## src/rtl/dso_pkg.sv

```systemverilog
// Shared types for the oscilloscope capture path.
package dso_pkg;

    typedef enum logic [2:0] {
        ST_IDLE  = 3'd0,
        ST_PRE   = 3'd1,
        ST_ARMED = 3'd2,
        ST_POST  = 3'd3,
        ST_DONE  = 3'd4
    } cap_state_t;

    typedef enum logic [1:0] {
        TS_SPI   = 2'd0,
        TS_UART  = 2'd1,
        TS_CAN   = 2'd2,
        TS_FORCE = 2'd3
    } trig_src_t;

endpackage

```

## src/rtl/trig_edge_sel.sv

```systemverilog
// Selects one protocol trigger and reports its rising edge while armed.
module trig_edge_sel
    import dso_pkg::*;
(
    input  logic      clk,
    input  logic      rst_n,
    input  trig_src_t i_src,
    input  logic      i_armed,
    input  logic      i_spi,
    input  logic      i_uart,
    input  logic      i_can,
    output logic      trig_evt
);

    logic w_sel;
    logic r_prev;

    // Source mux driven by the source latched at arm time.
    always_comb begin
        w_sel = 1'b0;
        unique case (i_src)
            TS_SPI:   w_sel = i_spi;
            TS_UART:  w_sel = i_uart;
            TS_CAN:   w_sel = i_can;
            TS_FORCE: w_sel = 1'b0;
        endcase
    end

    // Previous-value flop runs in every state so a level held across arming does not fire.
    always_ff @(posedge clk or negedge rst_n) begin
        if (!rst_n) r_prev <= 1'b0;
        else        r_prev <= w_sel;
    end

    assign trig_evt = i_armed & ((i_src == TS_FORCE) | (w_sel & ~r_prev));

endmodule

```

## src/rtl/capture_ctrl.sv

```systemverilog
// Capture RAM write sequencer: pre-trigger fill, trigger wait, post-trigger fill, readout hold.
module capture_ctrl
    import dso_pkg::*;
#(
    parameter int unsigned ADDR_W = 9
)
(
    input  logic              clk,
    input  logic              rst_n,
    input  logic              cap_en,
    input  logic              run,
    input  logic              rd_ack,
    input  logic [1:0]        trig_src,
    input  logic              SPItrig,
    input  logic              UARTtrig,
    input  logic              CANtrig,
    input  logic [ADDR_W-1:0] trig_pos,
    output logic              we,
    output logic [ADDR_W-1:0] waddr,
    output logic [ADDR_W-1:0] trig_addr,
    output logic              armed,
    output logic              triggered,
    output logic              capture_done
);

    localparam int unsigned DEPTH = 2 ** ADDR_W;
    localparam int unsigned CNT_W = ADDR_W + 1;

    cap_state_t        r_state, w_state_nxt;
    logic [ADDR_W-1:0] r_waddr, w_waddr_nxt;
    logic [ADDR_W-1:0] r_trig_addr, w_trig_addr_nxt;
    logic [CNT_W-1:0]  r_cnt, w_cnt_nxt;
    trig_src_t         r_src;
    logic [ADDR_W-1:0] r_tpos;
    logic              r_armed, r_triggered, r_done;
    logic              w_we, w_load, w_trig_evt;
    logic [CNT_W-1:0]  w_cnt_inc, w_pre_tgt, w_post_tgt;

    // trig_pos is ADDR_W bits wide, so it can never exceed DEPTH-1 and needs no clamp logic.
    assign w_post_tgt = CNT_W'(r_tpos);
    assign w_pre_tgt  = CNT_W'(DEPTH) - w_post_tgt;
    assign w_cnt_inc  = r_cnt + CNT_W'(1);

    trig_edge_sel u_trig_edge_sel (
        .clk      (clk),
        .rst_n    (rst_n),
        .i_src    (r_src),
        .i_armed  (r_state == ST_ARMED),
        .i_spi    (SPItrig),
        .i_uart   (UARTtrig),
        .i_can    (CANtrig),
        .trig_evt (w_trig_evt)
    );

    // State register.
    always_ff @(posedge clk or negedge rst_n) begin
        if (!rst_n) r_state <= ST_IDLE;
        else        r_state <= w_state_nxt;
    end

    // Next state, write strobe and address/counter updates.
    always_comb begin
        w_state_nxt     = r_state;
        w_waddr_nxt     = r_waddr;
        w_trig_addr_nxt = r_trig_addr;
        w_cnt_nxt       = r_cnt;
        w_we            = 1'b0;
        w_load          = 1'b0;
        unique case (r_state)
            ST_IDLE: begin
                if (run) begin
                    w_state_nxt = ST_PRE;
                    w_waddr_nxt = '0;
                    w_cnt_nxt   = '0;
                    w_load      = 1'b1;
                end
            end
            ST_PRE: begin
                if (cap_en) begin
                    w_we        = 1'b1;
                    w_waddr_nxt = r_waddr + ADDR_W'(1);
                    w_cnt_nxt   = w_cnt_inc;
                    if (w_cnt_inc == w_pre_tgt) w_state_nxt = ST_ARMED;
                end
            end
            ST_ARMED: begin
                if (cap_en) begin
                    w_we        = 1'b1;
                    w_waddr_nxt = r_waddr + ADDR_W'(1);
                end
                if (w_trig_evt) begin
                    // A same-cycle sample is still pre-trigger, so the window starts one later.
                    w_trig_addr_nxt = r_waddr + ADDR_W'(cap_en);
                    w_cnt_nxt       = '0;
                    w_state_nxt     = ST_POST;
                end
            end
            ST_POST: begin
                if (r_tpos == '0) begin
                    w_state_nxt = ST_DONE;
                end else if (cap_en) begin
                    w_we        = 1'b1;
                    w_waddr_nxt = r_waddr + ADDR_W'(1);
                    w_cnt_nxt   = w_cnt_inc;
                    if (w_cnt_inc == w_post_tgt) w_state_nxt = ST_DONE;
                end
            end
            ST_DONE: begin
                if (rd_ack) w_state_nxt = ST_IDLE;
            end
            default: w_state_nxt = ST_IDLE;
        endcase
    end

    // Datapath registers and registered status flags.
    always_ff @(posedge clk or negedge rst_n) begin
        if (!rst_n) begin
            r_waddr     <= '0;
            r_trig_addr <= '0;
            r_cnt       <= '0;
            r_src       <= TS_SPI;
            r_tpos      <= '0;
            r_armed     <= 1'b0;
            r_triggered <= 1'b0;
            r_done      <= 1'b0;
        end else begin
            r_waddr     <= w_waddr_nxt;
            r_trig_addr <= w_trig_addr_nxt;
            r_cnt       <= w_cnt_nxt;
            if (w_load) begin
                r_src  <= trig_src_t'(trig_src);
                r_tpos <= trig_pos;
            end
            r_armed     <= (w_state_nxt == ST_ARMED);
            r_triggered <= (w_state_nxt == ST_POST) || (w_state_nxt == ST_DONE);
            r_done      <= (w_state_nxt == ST_DONE);
        end
    end

    assign we           = w_we;
    assign waddr        = r_waddr;
    assign trig_addr    = r_trig_addr;
    assign armed        = r_armed;
    assign triggered    = r_triggered;
    assign capture_done = r_done;

endmodule

```

## config.mk

```make
export PLATFORM = sky130hd
export DESIGN_NAME = capture_ctrl
export DESIGN_NICKNAME = d
export VERILOG_FILES = /design/src/rtl/dso_pkg.sv /design/src/rtl/trig_edge_sel.sv /design/src/rtl/capture_ctrl.sv
export SDC_FILE = /design/constraint.sdc
export NUM_CORES = 1
export LEC_CHECK = 0
export ABC_CLOCK_PERIOD_IN_PS = 3050
export BUFFER_PORTS_ARGS = -buffer_cell sky130_fd_sc_hd__buf_2
export CAP_MARGIN = 20
export CORE_ASPECT_RATIO = 0.7
export CORE_UTILIZATION = 57
export DETAILED_ROUTE_END_ITERATION = 10
export PLACE_DENSITY = 0.79
export SYNTH_ARGS = -nofsm -noshare
export SYNTH_HDL_FRONTEND = slang
export SYNTH_HIERARCHICAL = 1
export SYNTH_SLANG_ARGS = --single-unit
```

## constraint.sdc

```tcl
create_clock -name clk -period 3.05 [get_ports clk]
set_input_delay 0.1525 -clock clk [delete_from_list [all_inputs] [get_ports clk]]
set_output_delay 0.1525 -clock clk [all_outputs]
set_load 0.02 [all_outputs]
```

==> results.md <==
- Run status: completed
- # Post-CTS Setup Buffers: 0
- Area of the multi-input gates: 1610 um2
- Rows: 21
- Setup TNS: 0 ps
- Pwr dens: ~820 nW/um2
- Most common cell after layout, fill and taps aside: dfrtp_1
- Clock insertion delay at the later pin of the skew report: 300 ps
- Initial antenna violation count: 0
- Crit path launch type: flip-flop
- Overflow after GRT: 0
- Register area share after synthesis: between 40% and 50%
- DP Worst Slack: 331 ps
- EDFF count, synth: 0
- TritonCTS clock tree: built
- DR iter-0 viols: 222
- Final antenna-violating net count: 0
- Critical Path Fanout Max: 10
- Post-synth ARST share: 100%
- Area grow syn2layout: 13.4%
- Storage cell area: 1150 um2
- Leak Pwr: 1.44 nW
- Worst setup margin: 389 ps
- Required time of the worst setup path: 3280 ps
- Slew Limit Fails: 0
- GR Util All Layers: 26.7%
- Fill count: around 380
- Number of global-route vias before repair: ~2100
- Top FF cell, synth: dfrtp_1
- Post-route clock period utilization: between 80% and 90%
- Unrepaired setup endpoints after global routing: no
- Distinct cells, synth: 55
- Max cap viols: 0
- Synth area leader: dfrtp_1
- Clock transition at the registers of the reported paths: 90 ps
- Core area: around 4800 um2
- Number of clock sinks: 46
- Slew Limit Headroom: 66.0%
- VDD IR max: 406 uV
- Inserted Clock Buffers: 5
- Starting density of the core: 59.7%
- DIE AREA: 5330 um2
- Final setup vio count: 0
- Mean post-synth cell area: 9.06 um2
- Critical path endpoint category: flip-flop
- DRC violations left: 0
- First drt pass iteration count: 5
- WL/cell: 15.7 um
- Critical Path AT: 2890 ps
- Synth Net Count: around 340
- GPL Wtd Cong: 0.900
- Clock Skews: 7.89 ps
- Detailed placement HPWL: 4.92 mm
- Placed Area: 3100 um2
- Layout Cells excl Fill: 422
- Worst Tran Pin Value: just over 500 ps
- DIE WIDTH: 86.8 um
- Hold crit path type: primary input to flip-flop
- Global-route wire length before repair: roughly 10 mm
- Vias: 2518
- Max frequency: approximately 380 MHz
- Hold Violations, Final: 0
- Fin area: 3260 um2
- Via density: 5.97
- Cell Area, Synth: 2870 um2
- Clock Tree Buf Depth: 2
- Nets@finish: ~380
- Main area contributors after synthesis: dfrtp_1, xor2_1, o21ai_0, xnor2_1, nand2_1
- ANT cells: 0
- CP Class: flip-flop to flip-flop
- Largest net degree at the start of global routing: 47
- Total number of yosys warnings: 6
- Placed cell count: 412
- DIE HEIGHT: 61.4 um
- Fin crit period: 2660 ps
- Yosys top cell area share: between 40% and 50%
- Highest-count cells in the layout ignoring fill and taps: dfrtp_1, buf_2, nand2_1, nor2_1, o21ai_0
- Root buffer cell: clkbuf_8
- H-tree depth: 2
- Port Buffers: 40
- Post-Route WL: 6.63 mm
- #FFs+latches synth: 46
- Worst hold margin: just over 50 ps
- Layout cells sized above 1: slightly above 20%
- Synth Instances: ~320
- I/O pin total: a little over 40
==> power by group <==
group | total [mW] | internal (mW) | switching (mW)
sequential | 1.07 | 0.767 | 0.302
combinational | 1.16 | 0.527 | 0.630
clock | 0.455 | 0.244 | 0.212
==> cells in the mapped netlist, drive strengths merged (3+ instances only) <==
| master | number |
|---|---|
| a21oi | 14 |
| a31oi | 4 |
| and2 | 4 |
| and3 | 7 |
| buf | 9 |
| clkbuf | 9 |
| dfrtp | 46 |
| ha | 6 |
| inv | 10 |
| mux2 | 9 |
| nand2 | 32 |
| nand2b | 3 |
| nand3 | 11 |
| nand4 | 6 |
| nor2 | 31 |
| nor2b | 4 |
| nor3 | 4 |
| nor4 | 5 |
| o21ai | 26 |
| o31ai | 6 |
| o41ai | 3 |
| or3 | 4 |
| or4 | 3 |
| xnor2 | 14 |
| xor2 | 16 |
==> area by class of cell <==
type                            instances  area share [%]
Clock buffer                            5            2.11
Clock inverter                          3            1.38
Inverter                               10            1.15
Multi-Input combinational cell        243            49.4
Sequential cell                        46            35.3
Tap cell                               69            2.65
Timing Repair Buffer                   46            7.99
==> critical path, stage by stage (launching register included) <==
cell	delay, ps
dfrtp_1	510
nor4_1	110
buf_4	160
and3_1	160
ha_1	220
a21bo_2	250
a2111oi_4	450
nand4_1	240
or3_1	360
a21oi_1	150
==> worst paths after layout <==
path | endpoint | start | slack, ps | depth (start not counted)
setup / recovery | waddr[5] | r_tpos[2] | 390 | 9
hold / removal | r_tpos[8] | trig_pos[8] | 50 | 3
setup reg to reg | waddr[5] | r_tpos[2] | 390 | 9
hold reg to reg | trig_addr[1] | trig_addr[1] | 510 | 1
max in group asynchronous | r_cnt[0] | rst_n | 2440 | 3
min in group asynchronous | r_cnt[4] | rst_n | 190 | 2
==> registers in the layout, summed over array words and instances, names as in the netlist <==
| register | flops |
|---|---|
| r_cnt | 10 |
| capture_done | 1 |
| r_src | 2 |
| r_tpos | 9 |
| triggered | 1 |
| trig_addr | 9 |
| armed | 1 |
| waddr | 9 |
| u_trig_edge_sel/r_prev | 1 |
| r_state | 3 |
==> kinds of logic after synthesis <==
| family | count (synthesis) | synth area share, % |
|---|---|---|
| XOR/XNOR | 31 | 9.93 |
| buffers and inverters | 28 | 4.57 |
| AND/OR/NAND/NOR | 120 | 21.4 |
| AO/OA/AOI/OAI | 76 | 17.6 |
| adder cells (fa/ha/maj) | 6 | 2.61 |
| multiplexers | 10 | 3.88 |
| flip-flops | 46 | 40.1 |
==> per-stage QoR <==
| step | utilization, % | power, mW |
|---|---|---|
| floorplan | - | 1.90 |
| global placement | 64.5 | 2.16 |
| detailed placement | 64.5 | 2.20 |
| CTS | 66.8 | 2.66 |
| global route | 67.7 | 2.88 |
| finish | 67.7 | 2.68 |
==> timing repair <==
action                                 CTS  global route
endpoints found under the hold margin    0            46
setup endpoints to repair                0             1
resized for setup                        0             1
hold buffers                             0             1
==> routing by layer <==
layer	vias up	routed length [um]	track usage (%)
li1	1203	-	-
met1	1188	3440	42.1
met2	117	2630	36.6
met3	10	471	5.36
met4	0	92	7.86
met5	-	0	0
Power figures use the tool's default switching activity.
